**src/rtl/sw_step_reader_pkg.sv**
```systemverilog
// sw_step_reader_pkg
// Shared definitions for the push-button front end of the up/down LED counter.
// Contents:
//   deb_state_e      - debounce FSM state encoding (also exported for debug)
//   *_DEF constants  - default DEB_CYCLES / REP_DELAY / REP_PERIOD values
// Optional feature macro used by the design: AUTO_REPEAT_EN.
package sw_step_reader_pkg;

    typedef enum logic [1:0] {
        IDLE      = 2'd0,   // stable low
        CHK_PRESS = 2'd1,   // input went high, qualifying
        PRESSED   = 2'd2,   // stable high
        CHK_REL   = 2'd3    // input went low, qualifying
    } deb_state_e;

    localparam int DEB_CYCLES_DEF = 16;
    localparam int REP_DELAY_DEF  = 64;
    localparam int REP_PERIOD_DEF = 16;

endpackage

```
**src/rtl/sw_step_reader_if.sv**
```systemverilog
// sw_step_reader_if
// Bundles the button inputs, step/level outputs and the per-button debounce
// FSM states of sw_step_reader.
// Modports:
//   master - environment side: drives btn_up/btn_dn, observes everything else
//   slave  - sw_step_reader side
// Signalling: btn_up/btn_dn are raw asynchronous levels (active high).
// step_up/step_dn are single-cycle pulses; each high cycle is exactly one
// +1/-1 request, there is no back-pressure. up_level/dn_level are the
// debounced levels. up_state/dn_state expose the debounce FSMs for debug.
interface sw_step_reader_if;
    import sw_step_reader_pkg::*;

    logic       btn_up;
    logic       btn_dn;
    logic       step_up;
    logic       step_dn;
    logic       up_level;
    logic       dn_level;
    deb_state_e up_state;
    deb_state_e dn_state;

    modport master (
        output btn_up, btn_dn,
        input  step_up, step_dn, up_level, dn_level, up_state, dn_state
    );

    modport slave (
        input  btn_up, btn_dn,
        output step_up, step_dn, up_level, dn_level, up_state, dn_state
    );

endinterface

```
**src/rtl/sw_step_reader_btn_debounce.sv**
```systemverilog
// btn_debounce
// One-button front end: 2-flop synchronizer, 4-state debounce FSM with a
// saturating qualification counter, and a registered press pulse.
// With AUTO_REPEAT_EN defined, a repeat counter adds pulses while the
// button is held (first after REP_DELAY cycles, then every REP_PERIOD).
// Ports:
//   clk, rst_n  - clock, synchronous active-low reset
//   btn         - raw asynchronous button input
//   level       - debounced level (high in PRESSED and CHK_REL)
//   pulse       - one-cycle pulse per accepted press (and per repeat)
//   dbg_state   - current FSM state
module btn_debounce
    import sw_step_reader_pkg::*;
#(
    parameter int DEB_CYCLES = DEB_CYCLES_DEF,
    parameter int REP_DELAY  = REP_DELAY_DEF,
    parameter int REP_PERIOD = REP_PERIOD_DEF
) (
    input  logic       clk,
    input  logic       rst_n,
    input  logic       btn,
    output logic       level,
    output logic       pulse,
    output deb_state_e dbg_state
);

    localparam int               CNT_W    = $clog2(DEB_CYCLES);
    localparam logic [CNT_W-1:0] CNT_LAST = CNT_W'(DEB_CYCLES - 1);

    if (DEB_CYCLES < 2 || REP_DELAY < 1 || REP_PERIOD < 1) begin : g_param_check
        $error("btn_debounce: DEB_CYCLES must be >= 2, REP_DELAY/REP_PERIOD >= 1");
    end

    logic             sync_meta;
    logic             sync;
    deb_state_e       state_q, state_d;
    logic [CNT_W-1:0] cnt_q, cnt_d, cnt_inc;
    logic             press_d;
    logic             pulse_q, pulse_d;

    always_ff @(posedge clk) begin
        if (!rst_n) begin
            sync_meta <= 1'b0;
            sync      <= 1'b0;
            state_q   <= IDLE;
            cnt_q     <= '0;
            pulse_q   <= 1'b0;
        end else begin
            sync_meta <= btn;
            sync      <= sync_meta;
            state_q   <= state_d;
            cnt_q     <= cnt_d;
            pulse_q   <= pulse_d;
        end
    end

    assign cnt_inc = (cnt_q == {CNT_W{1'b1}}) ? cnt_q : cnt_q + CNT_W'(1);

    // The sample that moves IDLE->CHK_PRESS counts as the first stable one,
    // so the change is accepted when the incremented count hits DEB_CYCLES-1.
    always_comb begin
        state_d = state_q;
        cnt_d   = cnt_q;
        press_d = 1'b0;
        case (state_q)
            IDLE: begin
                cnt_d = '0;
                if (sync) state_d = CHK_PRESS;
            end
            CHK_PRESS: begin
                if (!sync) begin
                    state_d = IDLE;
                    cnt_d   = '0;
                end else if (cnt_inc == CNT_LAST) begin
                    state_d = PRESSED;
                    cnt_d   = '0;
                    press_d = 1'b1;
                end else begin
                    cnt_d = cnt_inc;
                end
            end
            PRESSED: begin
                cnt_d = '0;
                if (!sync) state_d = CHK_REL;
            end
            CHK_REL: begin
                if (sync) begin
                    state_d = PRESSED;
                    cnt_d   = '0;
                end else if (cnt_inc == CNT_LAST) begin
                    state_d = IDLE;
                    cnt_d   = '0;
                end else begin
                    cnt_d = cnt_inc;
                end
            end
            default: begin
                state_d = IDLE;
                cnt_d   = '0;
            end
        endcase
    end

`ifdef AUTO_REPEAT_EN
    localparam int REP_MAX = (REP_DELAY > REP_PERIOD) ? REP_DELAY : REP_PERIOD;
    localparam int REP_W   = $clog2(REP_MAX) + 1;

    logic [REP_W-1:0] rep_q, rep_d, rep_target;
    logic             first_q, first_d;
    logic             rep_fire;

    always_ff @(posedge clk) begin
        if (!rst_n) begin
            rep_q   <= '0;
            first_q <= 1'b1;
        end else begin
            rep_q   <= rep_d;
            first_q <= first_d;
        end
    end

    // Counts only while staying in PRESSED; a release bounce (CHK_REL)
    // freezes it so a recovered hold keeps its repeat cadence.
    always_comb begin
        rep_d      = rep_q;
        first_d    = first_q;
        rep_fire   = 1'b0;
        rep_target = first_q ? REP_W'(REP_DELAY - 1) : REP_W'(REP_PERIOD - 1);
        case (state_q)
            PRESSED: begin
                if (sync) begin
                    if (rep_q == rep_target) begin
                        rep_fire = 1'b1;
                        rep_d    = '0;
                        first_d  = 1'b0;
                    end else begin
                        rep_d = rep_q + REP_W'(1);
                    end
                end
            end
            CHK_REL: begin
                rep_d   = rep_q;
                first_d = first_q;
            end
            default: begin
                rep_d   = '0;
                first_d = 1'b1;
            end
        endcase
    end

    assign pulse_d = press_d | rep_fire;
`else
    assign pulse_d = press_d;
`endif

    assign level     = (state_q == PRESSED) || (state_q == CHK_REL);
    assign pulse     = pulse_q;
    assign dbg_state = state_q;

endmodule

```
**src/rtl/sw_step_reader.sv**
```systemverilog
// sw_step_reader
// Input front end for the up/down LED counter: debounces btn_up/btn_dn and
// turns each clean press into a one-cycle step_up/step_dn pulse. Press (and,
// with AUTO_REPEAT_EN, repeat) pulses arriving in the same cycle cancel.
// Ports:
//   clk    - system clock
//   rst_n  - synchronous active-low reset
//   bus    - sw_step_reader_if.slave: btn_up/btn_dn in; step_up, step_dn,
//            up_level, dn_level, up_state, dn_state out
// Optional feature macro: AUTO_REPEAT_EN (auto-repeat while a button is held).
module sw_step_reader
    import sw_step_reader_pkg::*;
#(
    parameter int DEB_CYCLES = DEB_CYCLES_DEF,
    parameter int REP_DELAY  = REP_DELAY_DEF,
    parameter int REP_PERIOD = REP_PERIOD_DEF
) (
    input  logic              clk,
    input  logic              rst_n,
    sw_step_reader_if.slave   bus
);

    logic       up_pulse, dn_pulse;
    logic       up_level, dn_level;
    deb_state_e up_state, dn_state;

    btn_debounce #(
        .DEB_CYCLES(DEB_CYCLES),
        .REP_DELAY (REP_DELAY),
        .REP_PERIOD(REP_PERIOD)
    ) u_up (
        .clk      (clk),
        .rst_n    (rst_n),
        .btn      (bus.btn_up),
        .level    (up_level),
        .pulse    (up_pulse),
        .dbg_state(up_state)
    );

    btn_debounce #(
        .DEB_CYCLES(DEB_CYCLES),
        .REP_DELAY (REP_DELAY),
        .REP_PERIOD(REP_PERIOD)
    ) u_dn (
        .clk      (clk),
        .rst_n    (rst_n),
        .btn      (bus.btn_dn),
        .level    (dn_level),
        .pulse    (dn_pulse),
        .dbg_state(dn_state)
    );

    // Opposite requests in the same cycle would net to zero; drop both.
    always_ff @(posedge clk) begin
        if (!rst_n) begin
            bus.step_up <= 1'b0;
            bus.step_dn <= 1'b0;
        end else begin
            bus.step_up <= up_pulse & ~dn_pulse;
            bus.step_dn <= dn_pulse & ~up_pulse;
        end
    end

    assign bus.up_level = up_level;
    assign bus.dn_level = dn_level;
    assign bus.up_state = up_state;
    assign bus.dn_state = dn_state;

endmodule

```
**src/flat_wrapper.sv**
```systemverilog
// flat-port wrapper written by rule: the top's interface ports become plain ports
module sw_step_reader_flat import sw_step_reader_pkg::*;
#(
    parameter int DEB_CYCLES = DEB_CYCLES_DEF,
    parameter int REP_DELAY  = REP_DELAY_DEF,
    parameter int REP_PERIOD = REP_PERIOD_DEF
)
  (clk, rst_n, bus_btn_up, bus_btn_dn, bus_step_up, bus_step_dn, bus_up_level, bus_dn_level, bus_up_state, bus_dn_state);
  sw_step_reader_if bus_i ();
  input  logic clk;
  input  logic rst_n;
  input wire logic [$bits(bus_i.btn_up)-1:0] bus_btn_up;
  input wire logic [$bits(bus_i.btn_dn)-1:0] bus_btn_dn;
  output wire logic [$bits(bus_i.step_up)-1:0] bus_step_up;
  output wire logic [$bits(bus_i.step_dn)-1:0] bus_step_dn;
  output wire logic [$bits(bus_i.up_level)-1:0] bus_up_level;
  output wire logic [$bits(bus_i.dn_level)-1:0] bus_dn_level;
  output wire logic [$bits(bus_i.up_state)-1:0] bus_up_state;
  output wire logic [$bits(bus_i.dn_state)-1:0] bus_dn_state;
  assign bus_i.btn_up = bus_btn_up;
  assign bus_i.btn_dn = bus_btn_dn;
  assign bus_step_up = bus_i.step_up;
  assign bus_step_dn = bus_i.step_dn;
  assign bus_up_level = bus_i.up_level;
  assign bus_dn_level = bus_i.dn_level;
  assign bus_up_state = bus_i.up_state;
  assign bus_dn_state = bus_i.dn_state;
  sw_step_reader #(.DEB_CYCLES(DEB_CYCLES), .REP_DELAY(REP_DELAY), .REP_PERIOD(REP_PERIOD)) u_core (.clk(clk), .rst_n(rst_n), .bus(bus_i));
endmodule
```
**config.mk**
```make
export PLATFORM = sky130hd
export DESIGN_NAME = sw_step_reader_flat
export DESIGN_NICKNAME = d
export VERILOG_FILES = /design/src/rtl/sw_step_reader_pkg.sv /design/src/rtl/sw_step_reader_if.sv /design/src/rtl/sw_step_reader_btn_debounce.sv /design/src/rtl/sw_step_reader.sv /design/src/flat_wrapper.sv
export SDC_FILE = /design/constraint.sdc
export NUM_CORES = 1
export LEC_CHECK = 0
export ABC_AREA = 1
export BUFFER_PORTS_ARGS = -buffer_cell sky130_fd_sc_hd__buf_4
export CORE_MARGIN = 2
export CORE_UTILIZATION = 45
export CTS_CLUSTER_SIZE = 14
export DETAILED_ROUTE_END_ITERATION = 7
export MAX_ROUTING_LAYER = met4
export PLACE_DENSITY_LB_ADDON = 0.15
export SLEW_MARGIN = 15
export SYNTH_ARGS = -nofsm -noshare
export SYNTH_HDL_FRONTEND = slang
export SYNTH_SLANG_ARGS = --single-unit
```
**constraint.sdc**
```tcl
create_clock -name clk -period 1.59 [get_ports clk]
set_input_delay 0.3975 -clock clk [delete_from_list [all_inputs] [get_ports clk]]
set_output_delay 0.3975 -clock clk [all_outputs]
set_load 0.1 [all_outputs]
```
==> impl_metrics.tcl, run 1 <==
set metrics [dict create \
    worstMarginPinSlew_ns 0.278 \
    syn_nets 128 \
    synth_top_family_by_area "simple AND/OR/NAND/NOR gates" \
    fin_nets 141 \
    die_w_um 47.7 \
    hold_viol 0 \
    antenna_left 0 \
    synth.avg_cell_area_um2 7.04 \
    ys_seq_elements 20 \
    drtIter0Drc 2 \
    synth_fa_ha_area_share_pct 2.92 \
    crit_arrival_ns 1.64 \
    clkTransAtPathRegs_ns 0.10 \
    wire_per_inst_um 8.48 \
    ys_warn_count 0 \
    place.port_buffers 11 \
    rsz0062_at_grt "false" \
    period_share_pct 91.0 \
    finalWeightedCongestion 0.823 \
    ir_drop_mv 0.539 \
    synth_mux_area_share_pct 0 \
    drtPass1Iterations 4 \
    skew_ns 0.00112 \
    cp_max_fo 4 \
    synthSimpleGateAreaFrac_pct 32.1 \
    grt_max_degree 14 \
    synth-compound-area-share_pct 5.25 \
    area_growth_pct 15.6 \
    clock_latency_ns 0.29 \
    worstHoldPathType "input port to flop" \
    endpoint_kind "flop" \
    worstPathRequired_ns 1.79 \
    drive_gt1_share_pct 19.5 \
    cts.path.max_buffers 2 \
    setup_viol 0 \
    drt_wl_total_um 1340 \
    vias 708 \
    gr-usage-met3_pct 2.26 \
    via_per_inst 4.48 \
    grt_usage_pct 13.6 \
    setup_tns_ns 0 \
    rows 15 \
    slew_headroom_pct 81.6 \
    critical_path_class "flop to flop" \
    grt-busiest-layer "met2" \
    antenna-diode-count 0 \
    post-route-util_pct 56.2 \
    antenna_found_initial 0 \
    dieHeight_um 47.7 \
    fillerInstances 187 \
    reg_top3 "u_core.u_dn.cnt_q: 4 flops, u_core.u_up.cnt_q: 4 flops" \
    power.density_mw_per_mm2 884 \
    root_buffer "clkbuf_4" \
    use_met1_pct 16.6 \
    numCtsBuffers 3 \
    drc_errors 0 \
    cts_tree "yes" \
    htree_levels 1 \
    overflow 0 \
    coreArea_mm2 0.00176 \
    yosysUniqueCellTypes 17 \
    synth_seq_area_share_pct 46.6 \
    clkSinkCount 20 \
    synth_xor_area_share_pct 2.04 \
    syn_inst 122 \
    fmax_mhz 691 \
    met2_usage_pct 19.5 \
    grt_pass1_vias 518 \
    grt_pass1_wl_um 2000 \
    worst_setup_path_start_kind "flop" \
    dieArea_mm2 0.00227 \
    start_util_pct 48.7 \
    syn_area_um2 858 \
    dp_hpwl_um 1040 \
    power.leakage_nw 0.453 \
    io_pins 12 \
    finalCriticalPeriod_ns 1.45 \
    status "finished, final reports clean" \
    maxCapViolations 0 \
    report.final.slew_viol_count 0 \
]
## cell families (layout without fill, tap and decap cells)
logic type,after synthesis,in the layout
buf+inv,25,36
flops,20,20
compound gates,9,9
fa+ha+maj,2,2
xor+xnor,2,2
simple gates,64,64
## timing repair
| item | in CTS | in global routing |
|---|---|---|
| endpoints found under the setup margin | 0 | 5 |
| buffers inserted | 0 | 0 |
| gates resized for setup | 0 | 3 |
| hold buffers | 0 | 0 |
## cell usage in the layout (no fill, tap or decap), drive strengths merged, types with 3 or more instances in the layout
| master | netlist | layout |
|---|---|---|
| nand2 | 30 | 30 |
| nand3 | 8 | 8 |
| inv | 22 | 22 |
| a21oi | 4 | 4 |
| clkbuf | 2 | 3 |
| nor2 | 22 | 22 |
| dfxtp | 20 | 20 |
| buf | 1 | 11 |
| o21ai | 5 | 5 |
## routing by layer
layer  part of all wire [%]  routed length (µm)
met2                     42                 563
met4                    3.2                  43
met1                     51                 685
met3                    3.5                  47
met5                      0                   0
## critical path, stage by stage, from the launching register on
cell,delay (ns)
dfxtp_1,0.35
ha_1,0.25
nand2_1,0.12
nand2_1,0.05
o21ai_1,0.18
nor2_1,0.08
nand2_2,0.09
nand2_2,0.05
a21oi_1,0.12
nor2_1,0.06
## where the power goes
part           internal (mW)  total [mW]  leakage [nW]  switching [mW]
Clock                 0.0883       0.227        0.0138           0.139
Combinational         0.0299       0.125         0.274          0.0953
Sequential             0.514       0.525         0.165          0.0106
## worst paths after layout
| kind | endpoint | start | depth (start not counted) | slack, ns |
|---|---|---|---|---|
| worst min-delay path | u_core.u_up.sync_meta | bus_btn_up | 3 | 0.28 |
| worst min register to register | u_core.bus.step_up | u_core.u_dn.pulse | 1 | 0.42 |
| worst max-delay path | flop | u_core.u_up.cnt_q[0] | 9 | 0.14 |
| worst max register to register | flop | u_core.u_up.cnt_q[0] | 9 | 0.14 |
## per-stage QoR
| stage | std cells | worst slack, ns | hold slack, ns | power [mW] | area (µm²) |
|---|---|---|---|---|---|
| 5_1_grt | 158 | 0.00694 | 0.277 | 0.915 | 992 |
| 2_1_floorplan | 122 | -0.0299 | 0.390 | 0.638 | 868 |
| 6_report | 158 | 0.143 | 0.278 | 0.877 | 992 |
| 4_1_cts | 158 | 0.125 | 0.274 | 0.887 | 987 |
| 3_3_place_gp | 155 | 0.193 | 0.397 | 0.661 | 965 |
| 3_5_place_dp | 155 | 0.144 | 0.402 | 0.662 | 965 |
## final cells by class
cell class                      count  area, µm²  share of cell area, %
Sequential cell                    20        408                   41.1
Tap cell                           25       31.3                   3.15
Timing Repair Buffer               11       82.6                   8.32
Clock buffer                        3       22.5                   2.27
Multi-Input combinational cell     77        365                   36.8
Inverter                           22       82.6                   8.32
## synthesized netlist by cell type
cell	instances	area, µm²
inv_1	22	82.6
clkbuf_1	2	7.51
buf_2	1	5.00
nand3_1	7	35.0
dfxtp_1	20	400
nor2_2	1	6.26
o21ai_0	2	10.0
nand2_1	27	101
ha_1	2	25.0
o21ai_1	3	15.0
xnor2_1	2	17.5
nand2_2	3	18.8
nor2_1	21	78.8
nand4_1	2	12.5
nor4_1	2	12.5
a21oi_1	4	20.0
nand3_2	1	10.0
Note: power is estimated with default switching activity, not from simulation.
==> inputs of run 2 (changes only) <==
CORE_UTILIZATION = 43   (was 45)
CTS_CLUSTER_SIZE = unset   (was 14)
==> impl_metrics.tcl, run 2 (synthesis results as in run 1) <==
set metrics [dict create \
    use_met1_pct 15.7 \
    clkTransAtPathRegs_ns 0.10 \
    fin_ws_ns 0.206 \
    worst_setup_path_start_kind "flop" \
    drt_wl_total_um 1320 \
    start_util_pct 44.7 \
    status "finished, final reports clean" \
    postLayoutCellArea_mm2 0.00101 \
    p_comb_share_pct 13.4 \
    clkSinkCount 20 \
    worstPathRequired_ns 1.78 \
    grt_max_degree 14 \
    drc_errors 0 \
    finalWeightedCongestion 0.729 \
    placed_cell_area_um2 967 \
    area_growth_pct 17.9 \
    whs_ns 0.273 \
    cts_tree "yes" \
    period_share_pct 87.0 \
    dp_cells 157 \
    dieArea_mm2 0.00237 \
    cts_hold_buf 0 \
    worstHoldPathType "input port to flop" \
    switching_power_mw 0.250 \
    rows 16 \
    coreArea_mm2 0.00192 \
    slew_headroom_pct 81.5 \
    reg_top3 "u_core.u_dn.cnt_q: 4 flops, u_core.u_up.cnt_q: 4 flops" \
    worstMarginPinSlew_ns 0.280 \
    setup_viol 0 \
    critical_path_class "flop to flop" \
    cts.path.max_buffers 2 \
    drtPass1Iterations 4 \
    antenna-diode-count 0 \
    rsz0062_at_grt "false" \
    io_pins 12 \
    fin_nets 141 \
    antenna_left 0 \
    met2_usage_pct 19.2 \
    cp_max_fo 4 \
    drtIter0Drc 3 \
    overflow 0 \
    power.density_mw_per_mm2 922 \
    report.final.slew_viol_count 0 \
    clock_latency_ns 0.30 \
    wire_per_inst_um 8.20 \
    max_stage_delay_ns 0.37 \
    die_w_um 48.7 \
    place.port_buffers 11 \
    dp_hpwl_um 1030 \
    maxCapViolations 0 \
    cp_cell_sequence "ha_2, nand2_1, nor2_2, a21oi_1, nor2_1, nand2_2, o21ai_0, inv_1" \
    grt-busiest-layer "met2" \
    ir_drop_mv 0.628 \
    fmax_mhz 723 \
    endpoint_kind "flop" \
    finalCriticalPeriod_ns 1.38 \
    mostFrequentLayoutCells "nand2_1 (27), inv_1 (22), nor2_1 (21), dfxtp_1 (13), buf_4 (11)" \
    grt_pass1_wl_um 2280 \
    grt_pass1_vias 592 \
    clkPwrFrac_pct 30.4 \
    power_frac_seq_pct 56.2 \
    setup_tns_ns 0 \
    skew_ns 0.00624 \
    gr-usage-met3_pct 1.85 \
    numCtsBuffers 3 \
    vias 708 \
    grt_usage_pct 12.7 \
    fin_cells 161 \
    antenna_found_initial 0 \
    post-place-ws_ns 0.166 \
    root_buffer "clkbuf_4" \
    dieHeight_um 48.7 \
    htree_levels 1 \
    via_per_inst 4.40 \
    internal_power_mw 0.684 \
    final_common_cell "nand2_1" \
    crit_arrival_ns 1.58 \
    swShare_pct 26.8 \
    cpMaxStageDelayCell "dfxtp_1" \
    drive_gt1_share_pct 21.6 \
    hold_viol 0 \
    power.leakage_nw 0.458 \
]
==> run 2: cell types whose count changed in the layout (fill, tap and decap cells not counted) <==
cell / change
clkbuf_8: +1
dfxtp_1: -1
dfxtp_2: +1
ha_1: -1
ha_2: +1
==> run 2: final cells by class <==
class                   instances  area [µm²]
multi-input cells              77         368
fillers                       206         910
well taps                      27        33.8
clock buffers                   4        36.3
repair buffers                 11        82.6
flip-flops and latches         20         409
inverters                      22        82.6
==> run 2: stage by stage <==
step,power (mW),utilization (%)
after floorplan,0.638,-
after global placement,0.661,50.3
after detailed placement,0.662,50.3
after CTS,0.945,52.2
after global routing,0.973,52.7
final,0.934,52.7
==> run 2: critical path: cells and delay by family, from the launching register on <==
| kind | cells | cell delay (ns) |
|---|---|---|
| AOI/OAI and AO/OA | 2 | 0.24 |
| and+or+nand+nor | 4 | 0.39 |
| adders and majority gates | 1 | 0.22 |
| buffers and inverters | 1 | 0.06 |
| DFF | 1 | 0.37 |
==> run 2: routing by layer <==
metal	part of all wire, %	vias to the layer above	routed length (µm)
li1	-	396	-
met1	48	297	630
met2	46	10	608
met3	3.4	5	45
met4	2.8	0	37
met5	0	-	0
==> run 2: repair_timing <==
item | in CTS | in global routing
buffers inserted | 0 | 0
resized for setup | 0 | 5
setup endpoints to repair | 0 | 4
==> run 2: power by group through the flow <==
| stage | combinational (mW) | clock [mW] | sequential [mW] |
|---|---|---|---|
| after CTS | 0.126 | 0.294 | 0.525 |
| after global routing | 0.133 | 0.313 | 0.527 |
| after detailed placement | 0.126 | 0 | 0.536 |
| after global placement | 0.125 | 0 | 0.536 |
| after floorplan | 0.0570 | 0 | 0.581 |
| final | 0.125 | 0.284 | 0.524 |
==> run 2: worst paths after layout <==
kind                        startpoint                  endpoint  slack, ns  depth (start not counted)
setup / recovery  u_core.u_dn.cnt_q[1]  u_core.u_dn.dbg_state[0]       0.21                          8
hold / removal              bus_btn_up     u_core.u_up.sync_meta       0.27                          3
setup reg to reg  u_core.u_dn.cnt_q[1]  u_core.u_dn.dbg_state[0]       0.21                          8
hold reg to reg      u_core.u_up.pulse        u_core.bus.step_dn       0.41                          1
